### src/rtl/uart_pkg.sv
// Shared UART definitions: FSM encoding, parity modes, latched-config record
// and the data-length decode used by transmitter and (future) receiver.
package uart_pkg;

  localparam logic [2:0] ST_IDLE   = 3'd0;
  localparam logic [2:0] ST_START  = 3'd1;
  localparam logic [2:0] ST_DATA   = 3'd2;
  localparam logic [2:0] ST_PARITY = 3'd3;
  localparam logic [2:0] ST_STOP   = 3'd4;

  // Code 2'b11 is a second encoding of "no parity"
  localparam logic [1:0] PAR_NONE = 2'b00;
  localparam logic [1:0] PAR_EVEN = 2'b01;
  localparam logic [1:0] PAR_ODD  = 2'b10;

  typedef struct packed {
    logic [1:0] dbits;
    logic [1:0] parity;
    logic       stop2;
  } uart_cfg_t;

  function automatic logic [3:0] dbits_decode(input logic [1:0] code);
    return 4'd5 + {2'b00, code};
  endfunction

endpackage

### src/rtl/uart_tx_cfg_if.sv
// Frame handshake and per-frame configuration between a producer and the
// UART transmitter.
interface uart_tx_cfg_if #(
  parameter int DBIT_MAX = 8
);
  logic [DBIT_MAX-1:0] tx_data;
  logic                tx_valid;
  logic                tx_ready;
  logic [1:0]          cfg_dbits;
  logic [1:0]          cfg_parity;
  logic                cfg_stop2;

  modport master (
    output tx_data, tx_valid, cfg_dbits, cfg_parity, cfg_stop2,
    input  tx_ready
  );

  modport slave (
    input  tx_data, tx_valid, cfg_dbits, cfg_parity, cfg_stop2,
    output tx_ready
  );
endinterface

### src/rtl/uart_parity.sv
// Masked parity over the low n_bits of data; bits at or above n_bits never
// contribute. Purely combinational so the receiver can share it.
module uart_parity
  import uart_pkg::*;
#(
  parameter int DBIT_MAX = 8
) (
  input  logic [DBIT_MAX-1:0] data,
  input  logic [3:0]          n_bits,
  input  logic [1:0]          mode,
  output logic                par_bit,
  output logic                par_en
);
  logic x;

  always_comb begin
    x = 1'b0;
    for (int i = 0; i < DBIT_MAX; i++) begin
      if (i < int'(n_bits)) x = x ^ data[i];
    end
    par_en  = (mode == PAR_EVEN) || (mode == PAR_ODD);
    par_bit = (mode == PAR_ODD) ? ~x : x;
  end
endmodule

### src/rtl/uart_tx_cfg.sv
// Configurable UART transmitter: 5..8 data bits, none/even/odd parity,
// one or two stop bits, bit timing from an external s_tick oversampling pulse.
//
// state     | meaning
// ST_IDLE   | line high, tx_ready=1, waiting for tx_valid
// ST_START  | start bit (tx=0) for OVS ticks
// ST_DATA   | N data bits, LSB first, OVS ticks each
// ST_PARITY | parity bit for OVS ticks (only when parity enabled)
// ST_STOP   | line high for OVS or 2*OVS ticks, then done pulse
module uart_tx_cfg
  import uart_pkg::*;
#(
  parameter int DBIT_MAX = 8,
  parameter int OVS      = 16
) (
  input  logic          clk,
  input  logic          reset_n,
  input  logic          s_tick,
  uart_tx_cfg_if.slave  bus,
  output logic          tx,
  output logic          tx_busy,
  output logic          tx_done_tick
);
  localparam int SW = $clog2(2 * OVS);
  localparam logic [SW-1:0] BIT_LAST   = SW'(OVS - 1);
  localparam logic [SW-1:0] STOP2_LAST = SW'(2 * OVS - 1);

  logic [2:0]          state_q,   state_d;
  logic                tx_q,      tx_d;
  logic [SW-1:0]       s_cnt_q,   s_cnt_d;
  logic [3:0]          bit_cnt_q, bit_cnt_d;
  logic [DBIT_MAX-1:0] sh_q,      sh_d;
  logic [DBIT_MAX-1:0] data_q,    data_d;
  uart_cfg_t           cfg_q,     cfg_d;

  logic       done;
  logic       par_bit, par_en;
  logic [3:0] n_bits, n_last;
  logic [SW-1:0] stop_last;

  assign n_bits    = dbits_decode(cfg_q.dbits);
  assign n_last    = n_bits - 4'd1;
  assign stop_last = cfg_q.stop2 ? STOP2_LAST : BIT_LAST;

  // Parity is taken from the unshifted copy so it stays valid while sh_q drains
  uart_parity #(.DBIT_MAX(DBIT_MAX)) u_parity (
    .data    (data_q),
    .n_bits  (n_bits),
    .mode    (cfg_q.parity),
    .par_bit (par_bit),
    .par_en  (par_en)
  );

  always_comb begin
    state_d   = state_q;
    tx_d      = tx_q;
    s_cnt_d   = s_cnt_q;
    bit_cnt_d = bit_cnt_q;
    sh_d      = sh_q;
    data_d    = data_q;
    cfg_d     = cfg_q;
    done      = 1'b0;

    case (state_q)
      ST_IDLE: begin
        tx_d = 1'b1;
        if (bus.tx_valid) begin
          state_d   = ST_START;
          tx_d      = 1'b0;
          s_cnt_d   = '0;
          bit_cnt_d = '0;
          sh_d      = bus.tx_data;
          data_d    = bus.tx_data;
          cfg_d     = '{dbits: bus.cfg_dbits, parity: bus.cfg_parity,
                        stop2: bus.cfg_stop2};
        end
      end

      ST_START: if (s_tick) begin
        if (s_cnt_q == BIT_LAST) begin
          state_d   = ST_DATA;
          s_cnt_d   = '0;
          bit_cnt_d = '0;
          tx_d      = sh_q[0];
        end else begin
          s_cnt_d = s_cnt_q + SW'(1);
        end
      end

      ST_DATA: if (s_tick) begin
        if (s_cnt_q == BIT_LAST) begin
          s_cnt_d = '0;
          if (bit_cnt_q == n_last) begin
            state_d = par_en ? ST_PARITY : ST_STOP;
            tx_d    = par_en ? par_bit : 1'b1;
          end else begin
            bit_cnt_d = bit_cnt_q + 4'd1;
            sh_d      = sh_q >> 1;
            tx_d      = sh_q[1];
          end
        end else begin
          s_cnt_d = s_cnt_q + SW'(1);
        end
      end

      ST_PARITY: if (s_tick) begin
        if (s_cnt_q == BIT_LAST) begin
          state_d = ST_STOP;
          s_cnt_d = '0;
          tx_d    = 1'b1;
        end else begin
          s_cnt_d = s_cnt_q + SW'(1);
        end
      end

      ST_STOP: begin
        tx_d = 1'b1;
        if (s_tick) begin
          if (s_cnt_q == stop_last) begin
            state_d = ST_IDLE;
            s_cnt_d = '0;
            done    = 1'b1;
          end else begin
            s_cnt_d = s_cnt_q + SW'(1);
          end
        end
      end

      default: begin
        state_d   = ST_IDLE;
        tx_d      = 1'b1;
        s_cnt_d   = '0;
        bit_cnt_d = '0;
      end
    endcase
  end

  always_ff @(posedge clk) begin
    if (!reset_n) begin
      state_q   <= ST_IDLE;
      tx_q      <= 1'b1;
      s_cnt_q   <= '0;
      bit_cnt_q <= '0;
      sh_q      <= '0;
      data_q    <= '0;
      cfg_q     <= '0;
    end else begin
      state_q   <= state_d;
      tx_q      <= tx_d;
      s_cnt_q   <= s_cnt_d;
      bit_cnt_q <= bit_cnt_d;
      sh_q      <= sh_d;
      data_q    <= data_d;
      cfg_q     <= cfg_d;
    end
  end

  assign tx           = tx_q;
  assign tx_busy      = (state_q != ST_IDLE);
  assign bus.tx_ready = (state_q == ST_IDLE);
  // A frame aborted by reset must never report completion
  assign tx_done_tick = done & reset_n;

endmodule
### src/flat_wrapper.sv
// flat-port wrapper written by rule: the top's interface ports become plain ports
module uart_tx_cfg_flat import uart_pkg::*;
#(
  parameter int DBIT_MAX = 8,
  parameter int OVS      = 16
)
  (clk, reset_n, s_tick, tx, tx_busy, tx_done_tick, bus_tx_data, bus_tx_valid, bus_cfg_dbits, bus_cfg_parity, bus_cfg_stop2, bus_tx_ready);
  uart_tx_cfg_if #(.DBIT_MAX(DBIT_MAX)) bus_i ();
  input  logic clk;
  input  logic reset_n;
  input  logic s_tick;
  output logic tx;
  output logic tx_busy;
  output logic tx_done_tick;
  input wire logic [$bits(bus_i.tx_data)-1:0] bus_tx_data;
  input wire logic [$bits(bus_i.tx_valid)-1:0] bus_tx_valid;
  input wire logic [$bits(bus_i.cfg_dbits)-1:0] bus_cfg_dbits;
  input wire logic [$bits(bus_i.cfg_parity)-1:0] bus_cfg_parity;
  input wire logic [$bits(bus_i.cfg_stop2)-1:0] bus_cfg_stop2;
  output wire logic [$bits(bus_i.tx_ready)-1:0] bus_tx_ready;
  assign bus_i.tx_data = bus_tx_data;
  assign bus_i.tx_valid = bus_tx_valid;
  assign bus_i.cfg_dbits = bus_cfg_dbits;
  assign bus_i.cfg_parity = bus_cfg_parity;
  assign bus_i.cfg_stop2 = bus_cfg_stop2;
  assign bus_tx_ready = bus_i.tx_ready;
  uart_tx_cfg #(.DBIT_MAX(DBIT_MAX), .OVS(OVS)) u_core (.clk(clk), .reset_n(reset_n), .s_tick(s_tick), .bus(bus_i), .tx(tx), .tx_busy(tx_busy), .tx_done_tick(tx_done_tick));
endmodule
### config.mk
export PLATFORM = sky130hd
export DESIGN_NAME = uart_tx_cfg_flat
export DESIGN_NICKNAME = d
export VERILOG_FILES = /design/src/rtl/uart_pkg.sv /design/src/rtl/uart_tx_cfg_if.sv /design/src/rtl/uart_parity.sv /design/src/rtl/uart_tx_cfg.sv /design/src/flat_wrapper.sv
export SDC_FILE = /design/constraint.sdc
export NUM_CORES = 1
export LEC_CHECK = 0
export ABC_AREA = 1
export CELL_PAD_IN_SITES_DETAIL_PLACEMENT = 1
export CELL_PAD_IN_SITES_GLOBAL_PLACEMENT = 1
export CORE_UTILIZATION = 40
export DETAILED_ROUTE_END_ITERATION = 6
export PLACE_DENSITY = 0.89
export SKIP_LAST_GASP = 1
export SLEW_MARGIN = 5
export SYNTH_ARGS = -nofsm -noshare
export SYNTH_HDL_FRONTEND = slang
export SYNTH_SLANG_ARGS = --single-unit
### constraint.sdc
create_clock -name clk -period 2.65 [get_ports clk]
set_clock_uncertainty 0.15 [all_clocks]
set_input_delay 0.3975 -clock clk [delete_from_list [all_inputs] [get_ports clk]]
set_output_delay 0.3975 -clock clk [all_outputs]
set_load 0.05 [all_outputs]
==> impl_metrics.yaml, run 1 <==
die:
  core_area_sq_um: 4470
  rows: 24
  die_y_um: 71.1
  die_w_um: 71.1
  io-pin-count: 21
  start_util_pct: 42.7
  die_area_sq_um: 5060
logic_synthesis:
  yosysWarnings: 0
  synth.cell_area_sq_um: 1910
  netlist_instances: 276
  syn_avg_cell_area_sq_um: 6.93
  ys_ff_latch: 34
  synth_cell_type_count: 32
  seq_area_frac_synth_pct: 35.6
  syn_nets: 298
drt:
  wire_per_inst_um: 13.7
  vias: 1830
  wirelength_um: 4820
  drc_errors: 0
  routed_via_density: 5.21
  final_antenna_net_count: 0
  firstDrtPassIters: 6
  first_iter_violations: 99
worst_hold_path:
  min-delay-path-class: "flip-flop to flip-flop"
global_route:
  grt_max_degree: 25
  grt.total_usage_pct: 21.3
  gr-total-overflow: 0
  grt_pass1_vias: 1833
  grt_first_pass_wirelength_um: 8270
  antenna_found_initial: 0
job:
  cap_violations: 0
power:
  p_int_mw: 1.27
  p_leak_nw: 0.986
  clockPowerShare_pct: 16.7
  p_switching_mw: 1.11
  p_sw_share_pct: 46.5
  p_per_area_nw_per_um2: 1050
  seqPwrFrac_pct: 32.6
  ir_drop_mv: 0.416
  combPwrFrac_pct: 50.7
timing:
  finalCritPeriodShare_pct: 95.3
  finalCriticalPeriod_ps: 2530
  hold_viol_final: 0
  rsz0062_at_grt: "no"
  setup_violations: 0
  fmax_mhz: 396
  tightest_slew_ps: 590
  max_slew_margin_pct: 60.6
  setup_slack_ps: 125
  slew_violations: 0
  fin_tns_setup_ps: 0
placement:
  port_buffers: 20
  place.gp.congestion: 0.808
  hpwlAfterDp_um: 3630
  pre_cts_ws_ps: 431
layout:
  fin_util_pct: 50.5
  diodes: 0
  final_common_cell: "nand2_1"
  fin_nets: 320
  fill_cells: 603
  final_layout_size_suffix_gt1_share_pct: 11.7
  final_cell_mix: "nand2_1, inv_1, dfxtp_1"
  area.growth.synth_to_final_pct: 18.2
setup_path:
  critPathMaxFanout: 7
  path_class: "flip-flop to output pin"
  required_ps: 2100
  arrival_ps: 1980
  cp-start-kind: "flip-flop"
  critPathCaptureType: "output pin"
clock_tree:
  ctsResizeCount: 0
  postCtsHoldBufs: 0
  cts_buffers: 5
  insertion_delay_ps: 290
  cts.sink_count: 34
  clkTransAtPathRegs_ps: 60
  cts_tree: "yes"
  root_buffer: "clkbuf_8"
  cts_buffer_depth: 2
  cts_setup_buffers: 0
  htreeDepth: 2
status:
  status: "finished, final reports clean"
==> power groups by stage <==
stage	Sequential (mW)	Combinational (mW)	Clock [mW]
finish	0.776	1.21	0.398
global route	0.798	1.36	0.434
CTS	0.777	1.22	0.410
detailed placement	0.787	1.19	0
global placement	0.779	1.14	0
floorplan	0.780	0.917	0
==> flip-flops by register name, summed over array words and instances, names as in the netlist <==
name and flops:
u_core.s_cnt_q 5, u_core.sh_q 8, u_core.data_q 8, u_core.tx 1, u_core.bit_cnt_q 4, u_core.cfg_q 5, u_core.state_q 3
==> cell usage after synthesis (all sizes together) <==
| master | n | area, sq um |
|---|---|---|
| a211oi | 2 | 20.0 |
| a21oi | 25 | 125 |
| a31oi | 3 | 18.8 |
| buf | 3 | 21.3 |
| clkbuf | 3 | 11.3 |
| dfxtp | 34 | 681 |
| ha | 5 | 62.6 |
| inv | 41 | 154 |
| nand2 | 61 | 244 |
| nand3 | 15 | 103 |
| nand4 | 3 | 18.8 |
| nor2 | 33 | 156 |
| nor3 | 4 | 31.3 |
| nor3b | 2 | 20.0 |
| nor4 | 1 | 6.26 |
| o211ai | 2 | 15.0 |
| o21a | 1 | 7.51 |
| o21ai | 33 | 173 |
| xnor2 | 1 | 8.76 |
| xor2 | 4 | 35.0 |
==> final timing paths <==
kind | from | endpoint | slack [ps] | cells after the start
max | u_core.state_q[1] | tx_busy | 120 | 5
min | u_core.sh_q[0] | u_core.sh_q[0] | 300 | 2
max reg2reg | u_core.s_cnt_q[1] | u_core.sh_q[6] | 480 | 9
min reg2reg | u_core.sh_q[0] | u_core.sh_q[0] | 300 | 2
==> worst max-delay path, stage by stage (launching register included) <==
cell	delay, ps
dfxtp_1	490
nor2_2	80
inv_1	70
nor2_2	50
inv_1	160
clkdlybuf4s50_1	830
==> through the flow <==
step	instances	hold WS, ps	power, mW	area, sq um
final	351	296	2.38	2260
after detailed placement	343	287	1.98	2170
after global routing	351	317	2.60	2260
after CTS	351	299	2.40	2260
after global placement	343	284	1.92	2170
after floorplan	276	274	1.70	1920
==> layout make-up <==
type	instances	area, sq um	area share (%)
multi-input cells	195	1050	46.5
flip-flops and latches	34	681	30.1
repair buffers	21	218	9.63
inverters	41	154	6.81
clock buffers	7	86.3	3.82
well taps	52	65.1	2.88
clock inverters	1	5.00	0.221
==> cell families after synthesis <==
kind of cell               share of synthesized area [%]
and+or+nand+nor                                     30.3
AOI/OAI and AO/OA                                   18.8
buffers and inverters                               9.75
DFF                                                 35.6
xor gates and xnor gates                            2.29
adders and majority gates                           3.27
==> layer usage <==
| layer | part of all wire [%] | GRT usage (%) |
|---|---|---|
| met5 | 0 | 0 |
| met4 | 1.1 | 6.22 |
| met3 | 2.4 | 5.56 |
| met2 | 52 | 38.6 |
| met1 | 45 | 24.6 |
(Power assumes the default switching activity.)
==> run 2, diff against run 1 <==
--- a/config.mk
+++ b/config.mk
@@ -8,8 +8,10 @@
 export ABC_AREA = 1
 export CELL_PAD_IN_SITES_DETAIL_PLACEMENT = 1
 export CELL_PAD_IN_SITES_GLOBAL_PLACEMENT = 1
+export CORE_ASPECT_RATIO = 1.4
 export CORE_UTILIZATION = 40
 export DETAILED_ROUTE_END_ITERATION = 6
+export GPL_TIMING_DRIVEN = 0
 export PLACE_DENSITY = 0.89
 export SKIP_LAST_GASP = 1
 export SLEW_MARGIN = 5
==> run 2 against run 1 <==
Worst hold slack better by 4.4 ps. Sequential power increased by 0.8%. Count of clock-buffer cells in the layout unchanged. Largest cell class unchanged. Largest power group unchanged. Cell count grew 4.3%. Highest routed layer unchanged. Fmax is essentially flat. Sequential share of layout area down 0.41 points. Wire length increased by 2.3%. Power up 1.8%. Critical path type unchanged.
==> impl_metrics.yaml, run 2 (synthesized netlist as in run 1, its figures left out) <==
setup_path:
  cp-start-kind: "flip-flop"
  crit_slowest_cell: "clkdlybuf4s50_1"
  slowest_delay_ps: 810
  required_ps: 2100
  path_class: "flip-flop to output pin"
  cp_cell_sequence: "nor2_2 -> inv_1 -> nor2_2 -> inv_1 -> clkdlybuf4s50_1"
  arrival_ps: 1980
  critPathCaptureType: "output pin"
  critPathMaxFanout: 7
timing:
  fin_tns_setup_ps: 0
  setup_violations: 0
  rsz0062_at_grt: "no"
  setup_slack_ps: 126
  fmax_mhz: 396
  tightest_slew_ps: 496
  finalCritPeriodShare_pct: 95.2
  max_slew_margin_pct: 66.8
  fin_hold_ws_ps: 300
  hold_viol_final: 0
  finalCriticalPeriod_ps: 2520
  slew_violations: 0
status:
  status: "finished, final reports clean"
clock_tree:
  htreeDepth: 2
  cts_tree: "yes"
  cts_setup_buffers: 0
  cts.sink_count: 34
  root_buffer: "clkbuf_8"
  cts_buffer_depth: 2
  cts_buffers: 5
  clkTransAtPathRegs_ps: 70
  insertion_delay_ps: 300
layout:
  final_cell_mix: "nand2_1, inv_1, dfxtp_1"
  largestRegisters: "u_core.data_q (8), u_core.sh_q (8)"
  fill_cells: 626
  fin_nets: 325
  final_layout_size_suffix_gt1_share_pct: 12.2
  fin_area_sq_um: 2290
  area.growth.synth_to_final_pct: 19.8
  final_cells: 366
  diodes: 0
  final_common_cell: "nand2_1"
drt:
  drc_errors: 0
  firstDrtPassIters: 4
  first_iter_violations: 49
  wire_per_inst_um: 13.5
  routed_via_density: 5.14
  vias: 1883
  final_antenna_net_count: 0
  wirelength_um: 4930
placement:
  placed_area_sq_um: 2200
  place.gp.congestion: 0.833
  dp_cells: 358
  port_buffers: 20
  pre_cts_ws_ps: -386
  hpwlAfterDp_um: 3940
global_route:
  grt_max_degree: 11
  grt_pass1_vias: 1913
  grt.total_usage_pct: 22.2
  gr-total-overflow: 0
  antenna_found_initial: 0
  grt_first_pass_wirelength_um: 8450
power:
  p_leak_nw: 1.00
  p_per_area_nw_per_um2: 1060
  ir_drop_mv: 0.426
die:
  die_area_sq_um: 5060
  start_util_pct: 41.8
  core_area_sq_um: 4570
  die_w_um: 60.4
  rows: 29
  die_y_um: 83.8
  io-pin-count: 21
worst_hold_path:
  min-delay-path-class: "flip-flop to flip-flop"
job:
  cap_violations: 0
-- run 2: worst paths after layout --
kind / from / to / slack (ps) / cells past startpoint
setup / recovery: u_core.state_q[1] / tx_busy / 130 / 5
hold / removal: u_core.sh_q[0] / u_core.sh_q[0] / 300 / 2
setup reg to reg: u_core.s_cnt_q[1] / u_core.bit_cnt_q[3] / 340 / 10
hold reg to reg: u_core.sh_q[0] / u_core.sh_q[0] / 300 / 2
-- run 2: repair_timing --
item / in CTS / in global routing
resized for setup: 4 / 1
setup endpoints to repair: 1 / 1
hold buffers: 0 / 0
-- run 2: per-layer routing --
metal / vias to the layer above / global-route usage [%] / part of all wire [%]
met5: - / 0 / 0
met4: 0 / 8.47 / 1.9
met3: 8 / 3.26 / 2.5
met2: 34 / 39.9 / 54
met1: 889 / 25.2 / 41
li1: 952 / - / -
-- run 2: worst max-delay path: cells and delay by family, from the launching register on --
kind / cells / cell delay, ps
simple gates: 2 / 150
flops: 1 / 500
buf+inv: 3 / 1030
-- run 2: power breakdown --
group	leakage (nW)	switching, mW	internal [mW]
clock	0.0482	0.202	0.210
sequential	0.280	0.119	0.663
combinational	0.674	0.802	0.426
-- run 2: layout make-up --
| type | count | area (sq um) | area share (%) |
|---|---|---|---|
| plain buffers | 6 | 32.5 | 1.42 |
| inverters | 41 | 154 | 6.72 |
| multi-input cells | 195 | 1050 | 45.9 |
| clock inverters | 1 | 5.00 | 0.218 |
| well taps | 62 | 77.6 | 3.39 |
| repair buffers | 20 | 204 | 8.90 |
| clock buffers | 7 | 86.3 | 3.77 |
| flip-flops and latches | 34 | 681 | 29.7 |
-- run 2: per-stage QoR --
step,util (%),total power [mW]
floorplan,-,1.70
global placement,48.0,1.97
detailed placement,48.0,2.03
CTS,50.1,2.44
global route,50.1,2.63
finish,50.1,2.42
